--- src/rtl/fetch_pkg.sv ---
// Shared types and opcode-length decode for the instruction fetch stage.
package fetch_pkg;

  typedef enum logic [2:0] {
    IDLE  = 3'd0,
    OPC   = 3'd1,
    OP_LO = 3'd2,
    OP_HI = 3'd3,
    HOLD  = 3'd4
  } fetch_state_e;

  localparam int OPLEN_MSB = 7;
  localparam int OPLEN_LSB = 6;

  localparam logic [1:0] LEN_NONE    = 2'b00;
  localparam logic [1:0] LEN_ONE     = 2'b01;
  localparam logic [1:0] LEN_TWO     = 2'b10;
  localparam logic [1:0] LEN_ONE_ALT = 2'b11;

  function automatic logic [1:0] operand_len(input logic [7:0] opcode);
    logic unused_bits;
    unused_bits = ^opcode[OPLEN_LSB-1:0];
    case (opcode[OPLEN_MSB:OPLEN_LSB])
      LEN_NONE:    operand_len = 2'd0;
      LEN_ONE:     operand_len = 2'd1;
      LEN_TWO:     operand_len = 2'd2;
      LEN_ONE_ALT: operand_len = 2'd1;
      default:     operand_len = 2'd0;
    endcase
  endfunction

endpackage

--- src/rtl/instr_fetch_if.sv ---
// Memory read bus and decoded-instruction handshake of the fetch stage.
interface instr_fetch_if #(
  parameter int ADDR_W = 16,
  parameter int DATA_W = 8
);
  logic              mem_read;
  logic [ADDR_W-1:0] mem_addr;
  logic [DATA_W-1:0] mem_data;
  logic              instr_valid;
  logic              instr_ready;
  logic [DATA_W-1:0] opcode;
  logic [15:0]       operand;
  logic [ADDR_W-1:0] instr_pc;

  modport master (
    output mem_read, mem_addr, instr_valid, opcode, operand, instr_pc,
    input  mem_data, instr_ready
  );

  modport slave (
    input  mem_read, mem_addr, instr_valid, opcode, operand, instr_pc,
    output mem_data, instr_ready
  );
endinterface

--- src/rtl/instr_fetch.sv ---
// Instruction fetch: owns the PC, reads opcode plus 0-2 operand bytes from
// byte-wide memory and presents the assembled instruction via valid/ready.
//
//   state | meaning
//   IDLE  | no read, waiting for fetch_req
//   OPC   | reading opcode byte at PC
//   OP_LO | reading operand low byte
//   OP_HI | reading operand high byte
//   HOLD  | instruction presented, waiting for instr_ready
import fetch_pkg::*;

module instr_fetch #(
  parameter int                ADDR_W   = 16,
  parameter int                DATA_W   = 8,
  parameter logic [ADDR_W-1:0] RESET_PC = '0
) (
  input  logic              clk,
  input  logic              rst,
  input  logic              fetch_req,
  input  logic              jump,
  input  logic [ADDR_W-1:0] jump_addr,
  instr_fetch_if.master     bus
);

  localparam logic [2:0] ST_IDLE  = IDLE;
  localparam logic [2:0] ST_OPC   = OPC;
  localparam logic [2:0] ST_OP_LO = OP_LO;
  localparam logic [2:0] ST_OP_HI = OP_HI;
  localparam logic [2:0] ST_HOLD  = HOLD;

  logic [2:0]        state, state_nxt;
  logic [ADDR_W-1:0] pc, pc_nxt;
  logic [DATA_W-1:0] opcode_q;
  logic [15:0]       operand_q;
  logic [ADDR_W-1:0] instr_pc_q;
  logic              mem_read_q;
  logic              instr_valid_q;
  logic [1:0]        len_new;
  logic [1:0]        len_cur;

  assign len_new = operand_len(bus.mem_data);
  assign len_cur = operand_len(opcode_q);

  always_comb begin
    state_nxt = state;
    pc_nxt    = pc;
    case (state)
      ST_IDLE: begin
        if (fetch_req) state_nxt = ST_OPC;
      end
      ST_OPC: begin
        pc_nxt    = pc + ADDR_W'(1);
        state_nxt = (len_new == 2'd0) ? ST_HOLD : ST_OP_LO;
      end
      ST_OP_LO: begin
        pc_nxt    = pc + ADDR_W'(1);
        state_nxt = (len_cur == 2'd1) ? ST_HOLD : ST_OP_HI;
      end
      ST_OP_HI: begin
        pc_nxt    = pc + ADDR_W'(1);
        state_nxt = ST_HOLD;
      end
      ST_HOLD: begin
        if (bus.instr_ready) state_nxt = fetch_req ? ST_OPC : ST_IDLE;
      end
      default: state_nxt = ST_IDLE;
    endcase
    // A jump overrides everything; a same-cycle handshake has already completed.
    if (jump) begin
      pc_nxt    = jump_addr;
      state_nxt = fetch_req ? ST_OPC : ST_IDLE;
    end
  end

  always_ff @(posedge clk or negedge rst) begin
    if (!rst) begin
      state         <= ST_IDLE;
      pc            <= RESET_PC;
      opcode_q      <= '0;
      operand_q     <= '0;
      instr_pc_q    <= RESET_PC;
      mem_read_q    <= 1'b0;
      instr_valid_q <= 1'b0;
    end else begin
      state         <= state_nxt;
      pc            <= pc_nxt;
      // Strobes are flopped from the next state so they never glitch.
      mem_read_q    <= (state_nxt == ST_OPC) || (state_nxt == ST_OP_LO) ||
                       (state_nxt == ST_OP_HI);
      instr_valid_q <= (state_nxt == ST_HOLD);
      if (!jump) begin
        case (state)
          ST_OPC: begin
            opcode_q   <= bus.mem_data;
            operand_q  <= '0;
            instr_pc_q <= pc;
          end
          ST_OP_LO: operand_q <= {8'h00, bus.mem_data};
          ST_OP_HI: operand_q[15:8] <= bus.mem_data;
          default: ;
        endcase
      end
    end
  end

  assign bus.mem_read    = mem_read_q;
  assign bus.mem_addr    = pc;
  assign bus.instr_valid = instr_valid_q;
  assign bus.opcode      = opcode_q;
  assign bus.operand     = operand_q;
  assign bus.instr_pc    = instr_pc_q;

endmodule

--- src/flat_wrapper.sv ---
// flat-port wrapper written by rule: the top's interface ports become plain ports
module instr_fetch_flat 
#(
  parameter int                ADDR_W   = 16,
  parameter int                DATA_W   = 8,
  parameter logic [ADDR_W-1:0] RESET_PC = '0
)
  (clk, rst, fetch_req, jump, jump_addr, bus_mem_read, bus_mem_addr, bus_instr_valid, bus_opcode, bus_operand, bus_instr_pc, bus_mem_data, bus_instr_ready);
  instr_fetch_if #(.ADDR_W(ADDR_W), .DATA_W(DATA_W)) bus_i ();
  input  logic clk;
  input  logic rst;
  input  logic fetch_req;
  input  logic jump;
  input  logic [ADDR_W-1:0] jump_addr;
  output wire logic [$bits(bus_i.mem_read)-1:0] bus_mem_read;
  output wire logic [$bits(bus_i.mem_addr)-1:0] bus_mem_addr;
  output wire logic [$bits(bus_i.instr_valid)-1:0] bus_instr_valid;
  output wire logic [$bits(bus_i.opcode)-1:0] bus_opcode;
  output wire logic [$bits(bus_i.operand)-1:0] bus_operand;
  output wire logic [$bits(bus_i.instr_pc)-1:0] bus_instr_pc;
  input wire logic [$bits(bus_i.mem_data)-1:0] bus_mem_data;
  input wire logic [$bits(bus_i.instr_ready)-1:0] bus_instr_ready;
  assign bus_mem_read = bus_i.mem_read;
  assign bus_mem_addr = bus_i.mem_addr;
  assign bus_instr_valid = bus_i.instr_valid;
  assign bus_opcode = bus_i.opcode;
  assign bus_operand = bus_i.operand;
  assign bus_instr_pc = bus_i.instr_pc;
  assign bus_i.mem_data = bus_mem_data;
  assign bus_i.instr_ready = bus_instr_ready;
  instr_fetch #(.ADDR_W(ADDR_W), .DATA_W(DATA_W), .RESET_PC(RESET_PC)) u_core (.clk(clk), .rst(rst), .fetch_req(fetch_req), .jump(jump), .jump_addr(jump_addr), .bus(bus_i));
endmodule
--- config.mk ---
export PLATFORM = sky130hd
export DESIGN_NAME = instr_fetch_flat
export DESIGN_NICKNAME = d
export VERILOG_FILES = /design/src/rtl/fetch_pkg.sv /design/src/rtl/instr_fetch_if.sv /design/src/rtl/instr_fetch.sv /design/src/flat_wrapper.sv
export SDC_FILE = /design/constraint.sdc
export NUM_CORES = 1
export LEC_CHECK = 0
export ABC_AREA = 1
export BUFFER_PORTS_ARGS = -buffer_cell sky130_fd_sc_hd__buf_2
export CORE_MARGIN = 4
export CORE_UTILIZATION = 50
export CTS_CLUSTER_DIAMETER = 30
export DETAILED_ROUTE_END_ITERATION = 16
export PLACE_DENSITY = 0.78
export SYNTH_ARGS = -nofsm -noshare
export SYNTH_HDL_FRONTEND = slang
export SYNTH_SLANG_ARGS = --single-unit
--- constraint.sdc ---
create_clock -name clk -period 3.9 [get_ports clk]
set_clock_uncertainty 0.05 [all_clocks]
set_input_delay 0.585 -clock clk [delete_from_list [all_inputs] [get_ports clk]]
set_output_delay 0.585 -clock clk [all_outputs]
set_load 0.01 [all_outputs]
==> results.json, run 1 <==
{
  "cap_violations": 0,
  "cts_resized": 0,
  "period_share_pct": 49.3,
  "holdCritPathClass": "primary input to asynchronous set/reset pin",
  "seq_area_um2": 1530,
  "grt_antenna_before_repair": 0,
  "power.internal_w": 0.00132,
  "place.gp.congestion": 0.901,
  "critPathRequiredTime_ps": 4070,
  "dp_hpwl_mm": 5.01,
  "fin_area_um2": 3590,
  "areaGrowthSynthToFinish_pct": 20.8,
  "timing.final.ws_setup_ps": 1980,
  "yosysSeqAreaShare_pct": 51.3,
  "numClockSinks": 61,
  "drive_above_1_share_pct": 34.6,
  "finalPower_w": 0.00203,
  "cts_buffer_depth": 2,
  "tightest_slew_ps": 747,
  "p_switching_w": 0.000713,
  "route.detailed.drc": 0,
  "worst_ir_drop_vdd_mv": 0.267,
  "post_cts_buffers": 0,
  "syn_area_per_cell_um2": 9.10,
  "clock_latency_ps": 330,
  "p_per_area_nw_per_um2": 565,
  "combPwrFrac_pct": 29.6,
  "grt_usage_pct": 20.8,
  "start_kind": "primary input",
  "cts_hold_buf": 0,
  "ant_nets": 0,
  "place_worst_setup_slack_ps": 1620,
  "fill_cells": 465,
  "grt_pass1_vias": 2572,
  "pin_count": 87,
  "syn-num-nets": 357,
  "ys_ff_latch": 61,
  "max_stage_delay_ps": 520,
  "wl_per_cell_um": 14.2,
  "drt-total-wl_mm": 6.99,
  "p_seq_share_pct": 43.9,
  "insertedDiodeCount": 0,
  "multi_input_area_um2": 1210,
  "drt-initial-drc-count": 285,
  "place_inst": 475,
  "cts_tree": "yes",
  "finalSetupViolations": 0,
  "p_sw_share_pct": 35.1,
  "ys_async_sr_fraction_pct": 100,
  "first_pass_iters": 5,
  "run_status": "completed",
  "yosys.area.top_type": "dfrtp_1",
  "yosys.cell_count.top_type": "nand2_1",
  "cp.arrival_ps": 2090,
  "hold_viol": 0,
  "yosysWarningCount": 0,
  "relSlewSlack_pct": 50.2,
  "slowest_stage": "nand3_4",
  "cts_root_buf": "clkbuf_8",
  "finalMaxSlewViolations": 0,
  "vias": 2531,
  "grt_setup_unrepaired": "no",
  "die_area_um2": 7250,
  "chipHeight_um": 85.2,
  "die_x_um": 85.2,
  "clkPwrFrac_pct": 26.5,
  "cts_made_buffers": 9,
  "max_freq_mhz": 520,
  "design.core.area_um2": 5640,
  "setup_tns_ps": 0,
  "syn_inst": 327,
  "syn_area_um2": 2980,
  "synth_cell_types": 29,
  "path_max_fanout": 53,
  "initial_core_util_pct": 52.8,
  "grt_max_degree": 54,
  "synth_edf_count": 0,
  "fin_crit_ps": 1920,
  "via_per_inst": 5.15,
  "fp-row-count": 27,
  "port_buffers": 86,
  "p_leak_nw": 1.87,
  "fin_nets": 444,
  "synth.area.top_cells": "dfrtp_1 51%, nand2_1 11%, o21ai_2 7.9%",
  "path_cells": "buf_2 > inv_2 > nand3_4 > mux2_4",
  "place_area_um2": 3400,
  "endpoint_kind": "register",
  "htreeDepth": 3,
  "grt_pass1_wl_mm": 12.1,
  "stdcell_count": 491,
  "synth_flop_cell": "dfrtp_1",
  "ys_top_cells_by_count": "90 x nand2_1, 61 x dfrtp_1, 33 x inv_1, 29 x nand3_1, 27 x o21ai_2",
  "worstSetupPathType": "primary input to register",
  "clk_pin_slew_ps": 70,
  "grt_overflow": 0,
  "synth_top_area_share_pct": 51.3
}
## power groups by stage
| stage | sequential, W | combinational, W | clock (W) |
|---|---|---|---|
| after detailed placement | 0.000901 | 0.000607 | 0 |
| after floorplan | 0.000963 | 0.000310 | 0 |
| final | 0.000892 | 0.000601 | 0.000539 |
| after global routing | 0.000915 | 0.000673 | 0.000584 |
| after global placement | 0.000899 | 0.000593 | 0 |
| after CTS | 0.000892 | 0.000610 | 0.000552 |
## final timing paths
check,from,to,slack [ps],cells past startpoint
max,jump,u_core.bus.instr_pc[1],1980,4
min,rst,u_core.bus.operand[5],260,1
max reg2reg,u_core.state[2],u_core.bus.instr_pc[1],2000,3
min reg2reg,u_core.bus.operand[8],u_core.bus.operand[8],430,2
max in group asynchronous,rst,u_core.bus.instr_pc[9],2680,2
min in group clk,jump_addr[10],u_core.bus.mem_addr[10],420,3
## through the flow
stage | hold slack (ps) | util [%]
2_1_floorplan | 239 | -
3_3_place_gp | 409 | 60.3
3_5_place_dp | 414 | 60.3
4_1_cts | 274 | 63.7
5_1_grt | 315 | 63.7
6_report | 264 | 63.7
## flip-flops by register name (all words and copies together), names as in the netlist
| signal | count |
|---|---|
| u_core.bus.instr_pc | 16 |
| u_core.bus.instr_valid | 1 |
| u_core.bus.mem_addr | 16 |
| u_core.bus.mem_read | 1 |
| u_core.bus.opcode | 8 |
| u_core.bus.operand | 16 |
| u_core.state | 3 |
## cell usage in the layout (no fill, tap or decap), types with 2 or more instances in the layout
cell / n
nand2_1: 90
buf_2: 86
dfrtp_1: 61
inv_1: 33
nand3_1: 29
o21ai_2: 27
nor2_1: 15
o21ai_0: 10
clkbuf_8: 9
o31ai_1: 8
o211ai_1: 6
nand4_1: 5
o21ai_1: 5
inv_2: 4
clkinv_2: 4
nand2_2: 3
a31oi_1: 3
mux2_4: 3
xor2_1: 3
nor2_4: 2
a211oi_1: 2
## per-layer routing
layer	track usage, %	wire [µm]
met5	0	0
met1	28.3	3130
met4	8.63	72
met2	32.3	3320
met3	4.37	469
## worst max-delay path, delay by kind of cell
| kind | cells | cell delay, ps |
|---|---|---|
| multiplexers | 1 | 490 |
| AND/OR/NAND/NOR | 1 | 520 |
| buffers and inverters | 2 | 460 |
## final cells by class
class / count / share of cell area, %
inverters: 37 / 3.86
clock buffers: 9 / 3.45
flip-flops and latches: 61 / 42.5
multi-input cells: 218 / 33.7
clock inverters: 7 / 1.84
repair buffers: 87 / 12.2
well taps: 72 / 2.51
## kinds of logic after synthesis
logic type,after synthesis,synth area share [%]
DFF,61,51.3
buffers and inverters,48,8.03
AOI/OAI and AO/OA,63,15.7
adders and majority gates,1,0.420
xor gates and xnor gates,4,1.18
and+or+nand+nor,147,21.9
muxes,3,1.51
Note: power is estimated with default switching activity, not from simulation.
==> inputs of run 2 (changes only) <==
--- a/config.mk
+++ b/config.mk
@@ -8,10 +8,10 @@
 export ABC_AREA = 1
 export BUFFER_PORTS_ARGS = -buffer_cell sky130_fd_sc_hd__buf_2
 export CORE_MARGIN = 4
-export CORE_UTILIZATION = 50
+export CORE_UTILIZATION = 47
 export CTS_CLUSTER_DIAMETER = 30
 export DETAILED_ROUTE_END_ITERATION = 16
-export PLACE_DENSITY = 0.78
+export PLACE_DENSITY = 0.76
 export SYNTH_ARGS = -nofsm -noshare
 export SYNTH_HDL_FRONTEND = slang
 export SYNTH_SLANG_ARGS = --single-unit
==> constraint.sdc (replaced) <==
create_clock -name clk -period 1.6 [get_ports clk]
set_clock_uncertainty 0.05 [all_clocks]
set_input_delay 0.24 -clock clk [delete_from_list [all_inputs] [get_ports clk]]
set_output_delay 0.24 -clock clk [all_outputs]
set_load 0.01 [all_outputs]
==> results.json, run 2 (synthesis results as in run 1) <==
{
  "fin_crit_ps": 1530,
  "grt_overflow": 0,
  "wl_met3_um": 500,
  "finalMaxSlewViolations": 0,
  "wl_met2_mm": 3.40,
  "die_area_um2": 7670,
  "period_share_pct": 95.7,
  "vias": 2569,
  "dp_hpwl_mm": 5.40,
  "clock_latency_ps": 340,
  "grt_pass1_vias": 2532,
  "htreeDepth": 3,
  "max_stage_delay_ps": 460,
  "grt_antenna_before_repair": 0,
  "grt_setup_unrepaired": "no",
  "holdCritPathClass": "primary input to register",
  "drt-initial-drc-count": 140,
  "relSlewSlack_pct": 74.9,
  "top_layer": "met4",
  "p_leak_nw": 1.96,
  "path_max_fanout": 16,
  "fp-row-count": 28,
  "insertedDiodeCount": 0,
  "cts_made_buffers": 9,
  "p_per_area_nw_per_um2": 1390,
  "die_x_um": 87.6,
  "drive_above_1_share_pct": 37.0,
  "chipHeight_um": 87.6,
  "place.gp.congestion": 0.881,
  "via_per_inst": 5.06,
  "drt-total-wl_mm": 7.39,
  "cap_violations": 0,
  "wl_met1_mm": 3.39,
  "initial_core_util_pct": 49.4,
  "fin_area_um2": 3770,
  "critPathRequiredTime_ps": 1780,
  "worst_ir_drop_vdd_mv": 0.740,
  "route.detailed.drc": 0,
  "cts_root_buf": "clkbuf_8",
  "tightest_slew_ps": 376,
  "run_status": "completed",
  "setup_tns_ps": 0,
  "grt_usage_pct": 20.9,
  "final_common_cell": "nand2_1",
  "numClockSinks": 61,
  "max_freq_mhz": 653,
  "wl_per_cell_um": 14.5,
  "path_cells": "buf_4 > nor3_4 > nand2_2 > nand3_1 > o21ai_2",
  "first_pass_iters": 4,
  "hold_viol": 0,
  "port_buffers": 86,
  "design.core.area_um2": 6030,
  "clk_pin_slew_ps": 70,
  "start_kind": "register",
  "cp.arrival_ps": 1710,
  "grt_max_degree": 62,
  "place_area_um2": 3510,
  "fin_nets": 458,
  "ant_nets": 0,
  "grt_pass1_wl_mm": 12.3,
  "worstSetupPathType": "register to register",
  "endpoint_kind": "register",
  "cts_buffer_depth": 2,
  "final_cell_mix": "89 x nand2_1, 86 x buf_2, 61 x dfrtp_1",
  "finalSetupViolations": 0,
  "slowest_stage": "dfrtp_1",
  "pin_count": 87,
  "areaGrowthSynthToFinish_pct": 26.6,
  "cts_tree": "yes"
}
## run 2: cell count changes in the layout (fill, tap and decap cells not counted), moves of 2 or more
| cell | previous run | this run |
|---|---|---|
| buf_4 | 1 | 12 |
| clkinv_2 | 4 | 0 |
| clkbuf_8 | 9 | 12 |
| buf_12 | 0 | 2 |
## run 2: final timing paths
kind	start	endpoint	slack, ps	cells after the start
max in group asynchronous	rst	u_core.bus.operand[10]	850	3
min in group asynchronous	rst	u_core.bus.operand[13]	370	3
hold / removal	jump_addr[10]	u_core.bus.mem_addr[10]	60	3
hold reg to reg	u_core.bus.instr_pc[10]	u_core.bus.instr_pc[10]	430	2
setup reg to reg	u_core.state[2]	u_core.bus.operand[2]	70	5
setup / recovery	u_core.state[2]	u_core.bus.operand[2]	70	5
## run 2: cell type report
class | count | area (µm²)
multi-input cells | 218 | 1220
flip-flops and latches | 61 | 1530
clock inverters | 4 | 53.8
inverters | 37 | 139
well taps | 75 | 93.8
clock buffers | 12 | 165
repair buffers | 101 | 571
fillers | 528 | 2260
## run 2: where the power goes
group / switching, W / internal, W / total [W]
sequential: 0.000271 / 0.00191 / 0.00218
combinational: 0.000906 / 0.000657 / 0.00156
clock: 0.000641 / 0.000852 / 0.00149
## run 2: per-layer routing
metal  vias up  GRT usage, %
met5         -             0
met4         0          8.51
met3         9          6.40
met2        66          30.7
met1      1213          29.1
li1       1281             -
## run 2: metrics by stage
step / total power (W) / cells / utilization [%] / hold slack [ps] / setup WS [ps]
floorplan: 0.00310 / 327 / - / -106 / 148
CTS: 0.00526 / 505 / 62.0 / 53.2 / 16.7
detailed placement: 0.00376 / 488 / 58.2 / 226 / 38.9
global placement: 0.00370 / 488 / 58.2 / 222 / 59.2
global route: 0.00556 / 508 / 62.6 / 65.4 / 18.5
finish: 0.00523 / 508 / 62.6 / 62.2 / 68.2
## run 2: repair_timing
| action | CTS | global route |
|---|---|---|
| hold endpoints to repair | 61 | 0 |
| hold buffers | 1 | 0 |
| setup endpoints to repair | 0 | 20 |
| resized for setup | 0 | 3 |
| buffers inserted | 0 | 3 |
## run 2: critical path: cells and delay by family (launching register included)
| kind | cells | cell delay, ps |
|---|---|---|
| buf+inv | 1 | 180 |
| compound gates | 1 | 60 |
| flops | 1 | 460 |
| simple gates | 3 | 670 |
==> inputs of run 3 (changes only) <==
--- a/config.mk
+++ b/config.mk
@@ -5,13 +5,13 @@
 export SDC_FILE = /design/constraint.sdc
 export NUM_CORES = 1
 export LEC_CHECK = 0
-export ABC_AREA = 1
 export BUFFER_PORTS_ARGS = -buffer_cell sky130_fd_sc_hd__buf_2
 export CORE_MARGIN = 4
-export CORE_UTILIZATION = 47
+export CORE_UTILIZATION = 45
 export CTS_CLUSTER_DIAMETER = 30
 export DETAILED_ROUTE_END_ITERATION = 16
-export PLACE_DENSITY = 0.76
+export PLACE_DENSITY = 0.75
+export RECOVER_POWER = 100
 export SYNTH_ARGS = -nofsm -noshare
 export SYNTH_HDL_FRONTEND = slang
 export SYNTH_SLANG_ARGS = --single-unit
==> results.json, run 3 <==
{
  "design.core.area_um2": 5610,
  "combPwrFrac_pct": 25.5,
  "pin_count": 87,
  "dp_hpwl_mm": 4.62,
  "drive_above_1_share_pct": 34.7,
  "reg2reg_depth": 5,
  "max_stage_delay_ps": 450,
  "tightest_slew_ps": 808,
  "first_pass_iters": 4,
  "max_freq_mhz": 532,
  "final_cell_mix": "55 x dfrtp_1, 53 x clkbuf_1, 41 x buf_2",
  "grt_usage_pct": 18.6,
  "chipHeight_um": 84.5,
  "port_buffers": 86,
  "htreeDepth": 3,
  "cts_tree": "yes",
  "p_switching_w": 0.00145,
  "clkPwrFrac_pct": 31.1,
  "drt-initial-drc-count": 88,
  "fp-row-count": 27,
  "drt-total-wl_mm": 6.60,
  "cts_buffer_depth": 2,
  "grt_max_degree": 62,
  "critPathTopFamily": "simple AND/OR/NAND/NOR gates",
  "cp.arrival_ps": 2080,
  "place_worst_setup_slack_ps": -347,
  "timing.final.ws_setup_ps": -281,
  "p_sw_share_pct": 30.5,
  "yosys.cell_count.top_type": "dfrtp_1",
  "syn_area_um2": 2630,
  "ant_nets": 0,
  "grt_antenna_before_repair": 0,
  "syn_area_per_cell_um2": 11.3,
  "die_area_um2": 7140,
  "critPathRequiredTime_ps": 1800,
  "synth_edf_count": 0,
  "period_share_pct": 118,
  "finalPower_w": 0.00475,
  "synth_top_area_share_pct": 58.0,
  "p_seq_share_pct": 43.4,
  "areaGrowthSynthToFinish_pct": 36.2,
  "route.detailed.drc": 0,
  "via_per_inst": 5.17,
  "hold_viol": 0,
  "holdCritPathClass": "primary input to register",
  "yosysWarningCount": 0,
  "cts_root_buf": "clkbuf_8",
  "violations": "setup timing",
  "grt_pass1_vias": 2286,
  "hold_path_depth": 3,
  "final_common_cell": "dfrtp_1",
  "initial_core_util_pct": 47.0,
  "synth_cell_types": 34,
  "yosysSeqAreaShare_pct": 58.0,
  "grt_overflow": 0,
  "path_max_fanout": 5,
  "p_leak_nw": 1.57,
  "vias": 2204,
  "critPathBufInv": 1,
  "synth.area.top_cells": "dfrtp_1 58%, mux2_2 9.4%, nand2_1 4.8%",
  "cp_common_cell": "or4_4",
  "worst_ir_drop_vdd_mv": 0.754,
  "clock_latency_ps": 330,
  "syn-num-nets": 264,
  "slowest_stage": "or4_4",
  "multi_input_area_um2": 1110,
  "clk_pin_slew_ps": 70,
  "fill_cells": 481,
  "finalMaxSlewViolations": 0,
  "wl_per_cell_um": 15.5,
  "syn_inst": 234,
  "finalSetupViolations": 33,
  "ys_ff_latch": 61,
  "run_status": "finished with violations",
  "p_per_area_nw_per_um2": 1330,
  "cp_num_cells": 5,
  "fin_crit_ps": 1880,
  "worstSetupPathType": "register to register",
  "start_kind": "register",
  "seq_area_um2": 1530,
  "cap_violations": 0,
  "path_cells": "o21bai_4 > buf_6 > or4_4 > or4_4 > a31oi_4",
  "place.gp.congestion": 0.823,
  "cts_made_buffers": 9,
  "die_x_um": 84.5,
  "grt_setup_unrepaired": "yes",
  "endpoint_kind": "register",
  "numClockSinks": 61,
  "yosys.area.top_type": "dfrtp_1",
  "power.internal_w": 0.00330,
  "grt_pass1_wl_mm": 10.6,
  "insertedDiodeCount": 0,
  "synth_flop_cell": "dfrtp_1",
  "fin_nets": 379,
  "ys_async_sr_fraction_pct": 100,
  "ys_top_cells_by_count": "61 x dfrtp_1, 34 x nand2_1, 22 x mux2_2, 22 x o21ai_0, 10 x nor2_1",
  "relSlewSlack_pct": 46.2
}
## run 3: cell types whose count changed in the layout (fill, tap and decap cells not counted), moves of 9 or more
cell / delta
o21ai_0: +9
nand3_1: -26
buf_2: -45
clkbuf_1: +53
nand2_1: -55
inv_1: -28
o21ai_2: -26
mux2_2: +22
## run 3: metal layers
metal	share of wire (%)	vias to the layer above	global-route usage [%]
li1	-	1071	-
met1	43	1065	23.1
met2	50	60	31.1
met3	5.8	8	4.81
met4	1.1	0	7.34
met5	0	-	0
## run 3: final timing paths
path	startpoint	slack (ps)	to
max	u_core.state[2]	-280	u_core.bus.mem_addr[15]
min	jump_addr[3]	70	u_core.bus.mem_addr[3]
max reg2reg	u_core.state[2]	-280	u_core.bus.mem_addr[15]
min reg2reg	u_core.bus.instr_pc[5]	450	u_core.bus.instr_pc[5]
max in group asynchronous	rst	320	u_core.bus.mem_addr[0]
min in group asynchronous	rst	600	u_core.bus.operand[11]
## run 3: cell families after synthesis
| group | after synthesis | share of synthesized area [%] |
|---|---|---|
| adders and majority gates | 1 | 0.475 |
| and+or+nand+nor | 71 | 13.0 |
| xor gates and xnor gates | 9 | 2.99 |
| muxes | 24 | 10.2 |
| AOI/OAI and AO/OA | 50 | 12.7 |
| DFF | 61 | 58.0 |
| buffers and inverters | 18 | 2.71 |
## run 3: through the flow
stage | util, % | setup TNS [ps] | cell area, µm² | hold WS, ps | instances
floorplan | - | -1330 | 2670 | -106 | 234
global placement | 59.7 | -1240 | 3350 | 222 | 405
detailed placement | 59.7 | -1660 | 3350 | 221 | 405
CTS | 64.8 | -1380 | 3630 | 52.4 | 426
global route | 63.9 | -7190 | 3590 | 53.1 | 426
finish | 63.9 | -3070 | 3590 | 68.8 | 426
## run 3: final cells by class
| cell class | instances | share of cell area, % |
|---|---|---|
| sequential | 61 | 42.8 |
| multi-input combinational | 155 | 31.1 |
| timing repair buffer | 116 | 17.0 |
| clock buffer | 10 | 3.56 |
| tap | 72 | 2.51 |
| clock inverter | 6 | 2.44 |
| inverter | 6 | 0.628 |
## run 3: power by group through the flow
| stage | registers (W) | logic [W] | clock network (W) |
|---|---|---|---|
| floorplan | 0.00226 | 0.000461 | 0 |
| global route | 0.00211 | 0.00134 | 0.00158 |
| CTS | 0.00205 | 0.00131 | 0.00151 |
| detailed placement | 0.00209 | 0.00126 | 0 |
| finish | 0.00206 | 0.00121 | 0.00148 |
| global placement | 0.00206 | 0.00122 | 0 |
## run 3: timing repair
action	4_1_cts	5_1_grt
hold endpoints to repair	61	0
setup endpoints to repair	8	12
setup buffers	4	2
pin swaps	8	10
hold buffers	1	0
gates resized for setup	8	11
## run 3: worst register-to-register path: cells and delay by family (launching register included)
family	cells	cell delay [ps]
AO/OA/AOI/OAI	2	350
buffers and inverters	1	120
flip-flops	1	380
AND/OR/NAND/NOR	2	900
